--- src/rtl/mem_refill_arbiter_if.sv ---
// mem_refill_arbiter_if: cache-side miss handshake plus main-memory bus for mem_refill_arbiter.
// Cache side: req, dirty, fill_addr, wb_addr and wb_data come in, packed per channel.
// grant, busy, fill_we, fill_data and done go back to the caches.
// Memory side: the arbiter drives m_addr, m_re, m_we and m_wdata.
// The memory returns m_rd_data and m_rdy.
// The arbiter connects through modport master; the caches and memory connect through modport slave.
interface mem_refill_arbiter_if #(
    parameter int NCH    = 2,
    parameter int ADDR_W = 14,
    parameter int LINE_W = 64
);
    logic [NCH-1:0]        req;
    logic [NCH-1:0]        dirty;
    logic [NCH*ADDR_W-1:0] fill_addr;
    logic [NCH*ADDR_W-1:0] wb_addr;
    logic [NCH*LINE_W-1:0] wb_data;
    logic [NCH-1:0]        grant;
    logic                  busy;
    logic [NCH-1:0]        fill_we;
    logic [LINE_W-1:0]     fill_data;
    logic [NCH-1:0]        done;
    logic [ADDR_W-1:0]     m_addr;
    logic                  m_re;
    logic                  m_we;
    logic [LINE_W-1:0]     m_wdata;
    logic [LINE_W-1:0]     m_rd_data;
    logic                  m_rdy;

    modport master (
        input  req, dirty, fill_addr, wb_addr, wb_data, m_rd_data, m_rdy,
        output grant, busy, fill_we, fill_data, done, m_addr, m_re, m_we, m_wdata
    );

    modport slave (
        output req, dirty, fill_addr, wb_addr, wb_data, m_rd_data, m_rdy,
        input  grant, busy, fill_we, fill_data, done, m_addr, m_re, m_we, m_wdata
    );
endinterface

--- src/rtl/mem_refill_arbiter.sv ---
// mem_refill_arbiter: round-robin miss service for NCH direct-mapped caches over one main memory.
// clk, rst: rising-edge clock, synchronous active-high reset.
// bus (master): per-channel miss requests, victim/fill info, one-hot grant/fill/done, memory bus.
// A serviced request writes back the dirty victim first, then fetches the line.
// The fetched line is returned to the cache with a one-cycle fill_we/done strobe.
module mem_refill_arbiter #(
    parameter int NCH    = 2,
    parameter int ADDR_W = 14,
    parameter int LINE_W = 64
) (
    input logic                  clk,
    input logic                  rst,
    mem_refill_arbiter_if.master bus
);
    localparam int CW = $clog2(NCH);

    typedef enum logic [1:0] {IDLE, WB, FILL, DONE} state_t;

    state_t            state_q, state_d;
    logic [CW-1:0]     ptr_q, ptr_d;
    logic [CW-1:0]     ch_q, ch_d;
    logic [ADDR_W-1:0] fa_q, fa_d;
    logic [ADDR_W-1:0] wa_q, wa_d;
    logic [LINE_W-1:0] wd_q, wd_d;
    logic [LINE_W-1:0] fd_q, fd_d;
    logic [CW-1:0]     pick;
    logic [NCH-1:0]    ch_oh;
    int                idx;

    // Scan from the farthest offset down to the pointer so the closest requester wins last.
    always_comb begin
        pick = ptr_q;
        idx  = 0;
        for (int i = NCH - 1; i >= 0; i--) begin
            idx = int'(ptr_q) + i;
            idx = (idx >= NCH) ? idx - NCH : idx;
            if (bus.req[CW'(idx)]) pick = CW'(idx);
        end
    end

    always_comb begin
        state_d = state_q;
        ptr_d   = ptr_q;
        ch_d    = ch_q;
        fa_d    = fa_q;
        wa_d    = wa_q;
        wd_d    = wd_q;
        fd_d    = fd_q;
        case (state_q)
            IDLE: if (|bus.req) begin
                ch_d    = pick;
                fa_d    = bus.fill_addr[int'(pick) * ADDR_W +: ADDR_W];
                wa_d    = bus.wb_addr[int'(pick) * ADDR_W +: ADDR_W];
                wd_d    = bus.wb_data[int'(pick) * LINE_W +: LINE_W];
                state_d = bus.dirty[pick] ? WB : FILL;
            end
            WB: state_d = bus.m_rdy ? FILL : WB;
            FILL: if (bus.m_rdy) begin
                fd_d    = bus.m_rd_data;
                state_d = DONE;
            end
            DONE: begin
                ptr_d   = (ch_q == CW'(NCH - 1)) ? '0 : ch_q + CW'(1);
                state_d = IDLE;
            end
            default: state_d = IDLE;
        endcase
    end

    always_ff @(posedge clk) begin
        if (rst) begin
            state_q <= IDLE;
            ptr_q   <= '0;
            ch_q    <= '0;
            fa_q    <= '0;
            wa_q    <= '0;
            wd_q    <= '0;
            fd_q    <= '0;
        end else begin
            state_q <= state_d;
            ptr_q   <= ptr_d;
            ch_q    <= ch_d;
            fa_q    <= fa_d;
            wa_q    <= wa_d;
            wd_q    <= wd_d;
            fd_q    <= fd_d;
        end
    end

    // Every output depends only on registered state.
    // Grant, address and write data therefore cannot move during a memory operation.
    assign ch_oh         = NCH'(1) << ch_q;
    assign bus.grant     = (state_q == IDLE) ? '0 : ch_oh;
    assign bus.busy      = state_q != IDLE;
    assign bus.fill_we   = (state_q == DONE) ? ch_oh : '0;
    assign bus.done      = (state_q == DONE) ? ch_oh : '0;
    assign bus.fill_data = fd_q;
    assign bus.m_we      = state_q == WB;
    assign bus.m_re      = state_q == FILL;
    assign bus.m_addr    = (state_q == WB) ? wa_q : (state_q == FILL) ? fa_q : '0;
    assign bus.m_wdata   = (state_q == WB) ? wd_q : '0;
endmodule

--- src/flat_wrapper.sv ---
// flat-port wrapper written by rule: the top's interface ports become plain ports
module mem_refill_arbiter_flat 
#(
    parameter int NCH    = 2,
    parameter int ADDR_W = 14,
    parameter int LINE_W = 64
)
  (clk, rst, bus_req, bus_dirty, bus_fill_addr, bus_wb_addr, bus_wb_data, bus_m_rd_data, bus_m_rdy, bus_grant, bus_busy, bus_fill_we, bus_fill_data, bus_done, bus_m_addr, bus_m_re, bus_m_we, bus_m_wdata);
  mem_refill_arbiter_if #(.NCH(NCH), .ADDR_W(ADDR_W), .LINE_W(LINE_W)) bus_i ();
  input logic clk;
  input logic rst;
  input wire logic [$bits(bus_i.req)-1:0] bus_req;
  input wire logic [$bits(bus_i.dirty)-1:0] bus_dirty;
  input wire logic [$bits(bus_i.fill_addr)-1:0] bus_fill_addr;
  input wire logic [$bits(bus_i.wb_addr)-1:0] bus_wb_addr;
  input wire logic [$bits(bus_i.wb_data)-1:0] bus_wb_data;
  input wire logic [$bits(bus_i.m_rd_data)-1:0] bus_m_rd_data;
  input wire logic [$bits(bus_i.m_rdy)-1:0] bus_m_rdy;
  output wire logic [$bits(bus_i.grant)-1:0] bus_grant;
  output wire logic [$bits(bus_i.busy)-1:0] bus_busy;
  output wire logic [$bits(bus_i.fill_we)-1:0] bus_fill_we;
  output wire logic [$bits(bus_i.fill_data)-1:0] bus_fill_data;
  output wire logic [$bits(bus_i.done)-1:0] bus_done;
  output wire logic [$bits(bus_i.m_addr)-1:0] bus_m_addr;
  output wire logic [$bits(bus_i.m_re)-1:0] bus_m_re;
  output wire logic [$bits(bus_i.m_we)-1:0] bus_m_we;
  output wire logic [$bits(bus_i.m_wdata)-1:0] bus_m_wdata;
  assign bus_i.req = bus_req;
  assign bus_i.dirty = bus_dirty;
  assign bus_i.fill_addr = bus_fill_addr;
  assign bus_i.wb_addr = bus_wb_addr;
  assign bus_i.wb_data = bus_wb_data;
  assign bus_i.m_rd_data = bus_m_rd_data;
  assign bus_i.m_rdy = bus_m_rdy;
  assign bus_grant = bus_i.grant;
  assign bus_busy = bus_i.busy;
  assign bus_fill_we = bus_i.fill_we;
  assign bus_fill_data = bus_i.fill_data;
  assign bus_done = bus_i.done;
  assign bus_m_addr = bus_i.m_addr;
  assign bus_m_re = bus_i.m_re;
  assign bus_m_we = bus_i.m_we;
  assign bus_m_wdata = bus_i.m_wdata;
  mem_refill_arbiter #(.NCH(NCH), .ADDR_W(ADDR_W), .LINE_W(LINE_W)) u_core (.clk(clk), .rst(rst), .bus(bus_i));
endmodule
--- config.mk ---
export PLATFORM = sky130hd
export DESIGN_NAME = mem_refill_arbiter_flat
export DESIGN_NICKNAME = d
export VERILOG_FILES = /design/src/rtl/mem_refill_arbiter_if.sv /design/src/rtl/mem_refill_arbiter.sv /design/src/flat_wrapper.sv
export SDC_FILE = /design/constraint.sdc
export NUM_CORES = 1
export LEC_CHECK = 0
export CORE_AREA = 8 8 152 154
export CTS_CLUSTER_DIAMETER = 60
export DETAILED_ROUTE_END_ITERATION = 10
export DIE_AREA = 0 0 160 162
export PLACE_DENSITY = 0.8
export REMOVE_ABC_BUFFERS = 1
export SETUP_SLACK_MARGIN = 0.05
export SYNTH_ARGS = -nofsm -noshare
export SYNTH_HDL_FRONTEND = slang
export SYNTH_SLANG_ARGS = --single-unit
--- constraint.sdc ---
create_clock -name clk -period 1.5 [get_ports clk]
set_input_delay 0.225 -clock clk [delete_from_list [all_inputs] [get_ports clk]]
set_output_delay 0.225 -clock clk [all_outputs]
set_load 0.005 [all_outputs]
### Yosys cells after proc, flatten, opt, wreduce, memory -nomap -nowiden

Index checks and enable logic that the tools add are counted.

* bits in registers: 160
* latch bits: 0
* RAM bits: 0
* ROM bits: 0
* input bits: 255
* output and inout bits: 151
* word-level logic and storage cells: 53
* memories kept: 0

* $add $sub $neg: 4
* multiply operators: 1
* divide/modulo/power cells: 0
* $lt $le $gt $ge: 5
* equality and inequality tests: 5
* shift operators: 4
* muxes and demuxes: 21
* bitwise gates (word level): 0
* reductions and logical operators: 6

Operators with widths (number)
* $shiftx 128x8->64: 1
* $mux 64: 1
* $shiftx 28x32->14: 2
* $mux 14: 2
* $mux 2: 6
* $mux 1: 11
* $pmux 2 s4: 1
* $lt 1x3->1 const B: 2
* $reduce_and 2->1: 3
* $eq 2x2->1 const B: 2
* $mul 1x3->4 const B: 1
* $add 1x1->2 const B: 1
* $eq 2x1->1 const B: 1
* $ge 1x2->1 const B: 1
* $ge 2x2->1 const B: 1
* $logic_not 2->1: 1
* $lt 1x2->1 const B: 1
* $ne 2x1->1 const B: 1
* $ne 2x2->1 const B: 1
* $reduce_bool 2->1: 1
* $reduce_or 2->1: 1
* $shl 1x1->2 const A: 1
* $sub 1x1->1 const B: 2
* $add 1x1->1 const B: 1

### Logic depth before layout (Yosys ltp)

Gate-level depths: netlist of run 1.

* word-level depth: 13
* mapped depth: 6

### Worst setup path before layout of run 1

No wires, ideal clock.

* path type: register to output
* start: reg u_core.state_q[1]
* end: out bus_m_addr[10]
* arrival: 1059 ps
* data required time: 1275 ps
* path slack: 216 ps
* cell stages (with the launch flop): 5
* buffers on the path: 2
* cells stage by stage: dfxtp_1 > nor2b_1 > buf_2 > buf_2 > a22o_1

* word-level cells in the longest chain between the ends: 3
* elaborated cells between the ends (all ways): 4

Ends and longest elaborated chain
* from (decl): line mem_refill_arbiter.sv:19 `state_t state_q, state_d;`
* from (signal assigned): line mem_refill_arbiter.sv:80 `state_q <= state_d;`
* $eq 2x2->1
* net bus_m_re: line flat_wrapper.sv:25 `output wire logic [$bits(bus_i.m_re)-1:0] bus_m_re;`
* $mux 14 (2 in series): line mem_refill_arbiter.sv:100 `assign bus.m_addr = (state_q == WB) ? wa_q : (state_q == FILL) ? fa_q : '0;`
* to (decl): line flat_wrapper.sv:24 `output wire logic [$bits(bus_i.m_addr)-1:0] bus_m_addr;`

The timed path passes the listed nets, and every way through them passes these cells.

### Final worst setup path of run 1

* start: reg u_core.state_q[0]
* end: out bus_m_addr[0]

* word-level cells in the longest chain between the ends: 3
* elaborated cells between the ends (all ways): 4

Ends and longest elaborated chain (line)
* $eq 2x2->1: mem_refill_arbiter.sv:100
* $mux 14: mem_refill_arbiter.sv:100
* $mux 14 *: mem_refill_arbiter.sv:100

Mark *: on every way between the ends. The rest lies on a longest branch, timed or not.

==> results of run 1 <==
## cell type report
| cell class | instances | share of cell area, % |
|---|---|---|
| Inverter | 2 | 0.0950 |
| Timing Repair Buffer | 542 | 40.2 |
| Tap cell | 275 | 2.18 |
| Sequential cell | 160 | 20.3 |
| Clock inverter | 13 | 0.807 |
| Multi-Input combinational cell | 571 | 33.5 |
| Clock buffer | 19 | 2.87 |
## flip-flops by register name, indices dropped and copies added (netlist names)
| signal | flops |
|---|---|
| u_core.bus.fill_data | 64 |
| u_core.ch_q | 1 |
| u_core.fa_q | 14 |
| u_core.ptr_q | 1 |
| u_core.state_q | 2 |
| u_core.wa_q | 14 |
| u_core.wd_q | 64 |
## power by group
part           total (mW)  internal [mW]  leakage (nW)  switching (mW)
Clock                4.43           2.43         0.287            2.00
Combinational        6.85           3.77          5.51            3.08
Sequential           5.24           4.77          1.32           0.472
## logic make-up after synthesis
| family | Yosys count | synth area share, % |
|---|---|---|
| flip-flops | 160 | 41.7 |
| AND/OR/NAND/NOR | 209 | 12.8 |
| multiplexers | 93 | 12.1 |
| buffers and inverters | 89 | 6.98 |
| AO/OA/AOI/OAI | 269 | 26.4 |
## stage by stage
stage | hold WS [ns] | setup WS (ns) | setup TNS [ns] | util [%]
after floorplan | 0.290 | -3.47 | -472.94 | -
after global placement | 0.441 | -0.229 | -20.01 | 58.7
after detailed placement | 0.446 | -0.258 | -23.61 | 58.7
after CTS | 0.160 | -0.504 | -66.39 | 67.7
after global routing | 0.182 | -0.492 | -73.01 | 76.4
final | 0.188 | -0.436 | -59.99 | 76.4
## timing repair
action / 4_1_cts / 5_1_grt
resized for setup: 492 / 413
buffers inserted: 51 / 14
setup endpoints to repair: 244 / 309
pin swaps: 59 / 163
gates cloned: 20 / 23
## cell usage after synthesis (11+ instances only)
master / count / area, um2
buf_6: 11 / 124
clkbuf_1: 15 / 56.3
dfxtp_1: 160 / 3200
and2_1: 65 / 407
a211oi_2: 80 / 1000
a21oi_1: 161 / 806
mux2i_1: 92 / 921
buf_4: 12 / 90.1
a22o_1: 14 / 123
a211oi_1: 12 / 90.1
nand2_1: 130 / 488
buf_2: 39 / 195
## worst paths after layout
| kind | to | slack [ns] | cells after the start |
|---|---|---|---|
| max | bus_m_addr[0] | -0.44 | 7 |
| min reg2reg | u_core.bus.fill_data[57]$_SDFFE_PP0P_ | 0.46 | 2 |
| min | u_core.bus.fill_data[61]$_SDFFE_PP0P_ | 0.19 | 2 |
| max reg2reg | u_core.bus.fill_data[20]$_SDFFE_PP0P_ | -0.39 | 10 |
## worst max-delay path, cell delays in order, from the launching register on
cell     delay [ns]
dfxtp_2        0.33
nor2b_4        0.14
buf_6          0.11
buf_8          0.13
buf_12         0.13
buf_12         0.12
a22o_1         0.20
buf_2          0.14
## per-layer routing
layer	vias up	wire length [um]	GRT usage, %
li1	3854	-	-
met1	4441	15200	26.1
met2	505	22900	45.9
met3	103	3510	8.88
met4	0	1820	10.3
met5	-	0	0
==> reports/qor.txt, run 1 <==
# diodes: 0
I/O pin cnt: 406
Via density per instance: 5.63
CTS Hold Buffers Added: 0
Synth Instances: 820
Failing checks: setup timing
FF+latch area: 0.00321 mm2
Layout Skew: 0.0173 ns
Setup CP Type: reg2out
RSZ-0062 raised after global routing: yes
ANT nets after route: 0
Die W: 160 um
Final setup viols: 244
Final Hold Viols: 0
Clk root buf: clkbuf_16
Sequential fraction of the synthesis area: 41.7%
Multi-input logic area: 0.00530 mm2
CP endpoint kind: output pin
Cell Count, Final, Fillers Out: 1,582
Core area: 0.0207 mm2
Placed cell area: 0.0121 mm2
Vias: 8,903
Clk_lat worst skew: 0.42 ns
TritonRoute pass-1 iters: 5
Placed Instances: 1,460
H-tree depth: 4
Post-DP HPWL: 21,900 um
CP max FO: 5
Cell row count: 53
Max-Cap Viols: 0
#FFs+latches synth: 160
Syn Area/Cell: 9.38 um2
Grt ovf: 0
Top FF cell, synth: dfxtp_1
Nets: 1,549
Mapped cell area: 0.00769 mm2
Port Buffers: 405
CTS tree: yes
Area growth, synth to finish: 106%
Leak: 7.11 nW
Sink Count: 160
Maximum vdd drop: 0.000832 V
Layout cell share with drive strength beyond 1: 45.1%
Slew Limit Fails: 0
1st-iter DRT viols: 485
Rel. slew slack: 72.1%
Clock buffer depth: 2
Die ar.: 0.0259 mm2
# fillers: 1,188
Hold Path Class: in2reg
DIE HEIGHT: 162 um
Startpoint types: flip-flop
Initial Util: 37.2%
Worst-Margin Slew: 0.406 ns
CTS buffer count: 17
Status: finished with violations
First-pass GRT wire length: 51,300 um
Final instance area: 0.0158 mm2
Worst Setup Slack, final: -0.436 ns
Number of synthesized flops with an enable pin: 0
Reg clk slew, reported paths: 0.07 ns
Yosys cell types: 31
GRT Overall Usage: 25.3%
FF-to-FF Start: u_core.state_q[0]$_SDFFE_PP0P_
Final GP Congestion: 0.779
Post-synth ARST share: 0%
Crit path from: u_core.state_q[0]$_SDFFE_PP0P_
DRC errors left: 0
Largest net degree at the start of global routing: 65
Initial antenna violation count: 0
CP arrival: 1.71 ns
WL per Instance: 27.5 um
Total power after layout: 16.5 mW
Commonest non-fill, non-tap cell in the layout: clkdlybuf4s50_1
Fmax: 0.517 GHz
Most frequent cells in the layout: clkdlybuf4s50_1, dfxtp_1, mux2i_1
Vias in the first global route: 8,723
P per Cell Area: 1040 mW/mm2
Yosys warning count: 0
Final Critical Period: 1.94 ns
Routed WL: 43,400 um
Hold Path Origin: rst
CP required: 1.27 ns
Tcrit/Tclk final: 129%
No activity file was read; power rests on OpenSTA's default activity.
==> run 2: changes to the inputs <==
- SLEW_MARGIN: unset -> 20
==> results of run 2 <==
Final layout, timing and power as in run 1 (identical DEF).
==> run 3: changes to the inputs <==
- HOLD_SLACK_MARGIN: unset -> 0.02
==> results of run 3 <==
Final layout, timing and power as in run 1 (identical DEF).
==> RTL change (settings of run 1) <==
Take the reset off `wd_q` and load it in a clocked block of its own.
--- a/src/rtl/mem_refill_arbiter.sv
+++ b/src/rtl/mem_refill_arbiter.sv
@@ -74,7 +74,6 @@
             ch_q    <= '0;
             fa_q    <= '0;
             wa_q    <= '0;
-            wd_q    <= '0;
             fd_q    <= '0;
         end else begin
             state_q <= state_d;
@@ -82,9 +81,12 @@
             ch_q    <= ch_d;
             fa_q    <= fa_d;
             wa_q    <= wa_d;
-            wd_q    <= wd_d;
             fd_q    <= fd_d;
         end
+    end
+
+    always_ff @(posedge clk) begin
+        wd_q <= wd_d;
     end
 
     // Every output depends only on registered state.
Check against the original RTL: no difference found for any inputs over 4 cycles, from zero or initial values and one cycle with rst high; that may be too few to reach the edited logic, so the function may still have changed.
==> RTL change against run 1 <==
  * Critical endpoint is now bus_m_wdata[30]
  * Sequential cell count unchanged
  * Worst setup slack better by 0.053 ns
  * Largest cell class unchanged
  * Global-route usage fell by 3.2 points
  * Power fell by 15%
  * Design area down 17%
  * The run still ends with setup timing left
  * Count of clock-buffer cells in the layout grew 4
  * Highest routed layer unchanged
  * Hold slack better by 0.0095 ns
  * First-iteration DRC count shrank 37%
  * Routed wire length shrank 30%
  * Area after synthesis decreased by 8.3%
  * Via count shrank 23%
==> RTL change: results (changes against run 1) <==
metric,value,unit,change
clk_lat worst skew,0.42,ns,about the same
vias in the first global route,7377,,-15%
synthesis warning total,0,,unchanged
Initial DRC Count,306,,-37%
Post-synth top cells,"nand2_1, a21oi_1, dfxtp_1, and2_1",,
failing checks,setup timing,,
dpl hpwl,21.2,mm,-3.4%
clock skew,0.0111,ns,-0.00616 ns
final worst slack,-0.382,ns,+0.0534 ns
Synth area leaders,"dfxtp_1, edfxtp_1, mux2_2, nand2_1, a21oi_1",,
Post-synth EDFFs,64,,+64
Slew headroom,71.9,%,-0.28 points
mux contribution to synthesized area,14.4,%,+2.3 points
ys async rst share,0,%,unchanged
maximum VDD drop,758,µV,-9.0%
status,"complete, but fails checks",,
Setup Viol. Count Final,180,,-26%
final wirelength,30.6,mm,-30%
worst r2r src,u_core.state_q[1],,
Inserted Clock Buffers,17,,unchanged
placed cells,1320,,-9.6%
critical path arrival,1.66,ns,-0.05 ns
"Max FO, Critical Path",9,,+4
post-place instance area,0.0116,mm²,-4.8%
Mapped Cells,663,,-19%
Total GRT Usage,22.0,%,-3.2 points
register area share after synthesis,54.5,%,+13 points
share of cells above drive strength 1,29.3,%,-16 points
Int Pwr,10.3,mW,-6.5%
worst slack at placement,-0.366,ns,-0.107 ns
first-pass GRT wire length,43.8,mm,-15%
initial antenna violation count,9,,+9
Leakage,6.08,nW,-14%
GPL Wtd Cong,0.806,,+3.5%
Worst Hold Launch,rst,,
Root Driver,clkbuf_16,,
DR pass1 iterations,4,,-1
TNS Setup,-43.56,ns,+16.43 ns
complex-gate fraction of the synthesized area,12.5,%,-14 points
Non-Filler Instances,1413,,-11%
number of vias per cell,4.87,,-13%
==> RTL change: cell count changes after synthesis, moves of 2 or more <==
cell      change
a211oi_1      +6
a211oi_2     -70
a21oi_1      -64
buf_1         -2
buf_2         -9
buf_6         -8
clkbuf_1      -4
clkbuf_4      -6
dfxtp_1      -64
edfxtp_1     +64
mux2_2       +64
mux2i_1      -64
==> RTL change: cell type report <==
type | count | area (µm²)
fillers | 1584 | 7490
repair buffers | 493 | 5310
flip-flops and latches | 160 | 3850
multi-input cells | 443 | 3050
clock buffers | 23 | 534
well taps | 275 | 344
clock inverters | 8 | 63.8
diodes | 9 | 22.5
inverters | 2 | 12.5
==> RTL change: power by group through the flow <==
stage	combinational [mW]	clock, mW	sequential [mW]
2_1_floorplan	1.13	0	5.43
5_1_grt	4.56	4.68	5.37
6_report	4.29	4.40	5.34
4_1_cts	4.08	4.51	5.32
3_5_place_dp	3.25	0	5.41
3_3_place_gp	3.19	0	5.40
==> RTL change: path summary, 6_finish.rpt <==
kind	to	slack (ns)	depth (start not counted)
setup / recovery	bus_m_wdata[30]	-0.38	7
hold / removal	u_core.bus.fill_data[0]	0.20	2
setup reg to reg	u_core.wd_q[36]	-0.31	11
hold reg to reg	u_core.bus.fill_data[42]	0.45	2
==> RTL change: what timing repair did <==
| item | in CTS | in global routing |
|---|---|---|
| setup buffers | 38 | 6 |
| setup endpoints to repair | 242 | 296 |
| cloned | 11 | 8 |
| endpoints found under the hold margin | 0 | 0 |
| resized for setup | 411 | 125 |
| pin swaps | 12 | 15 |
==> RTL change: layer usage <==
layer / global-route usage [%] / part of all wire, % / vias to the layer above
met3: 8.81 / 10 / 49
met1: 22.9 / 35 / 3264
li1: - / - / 3230
met4: 10.8 / 3.3 / 0
met2: 38.3 / 51 / 339
met5: 0 / 0 / -
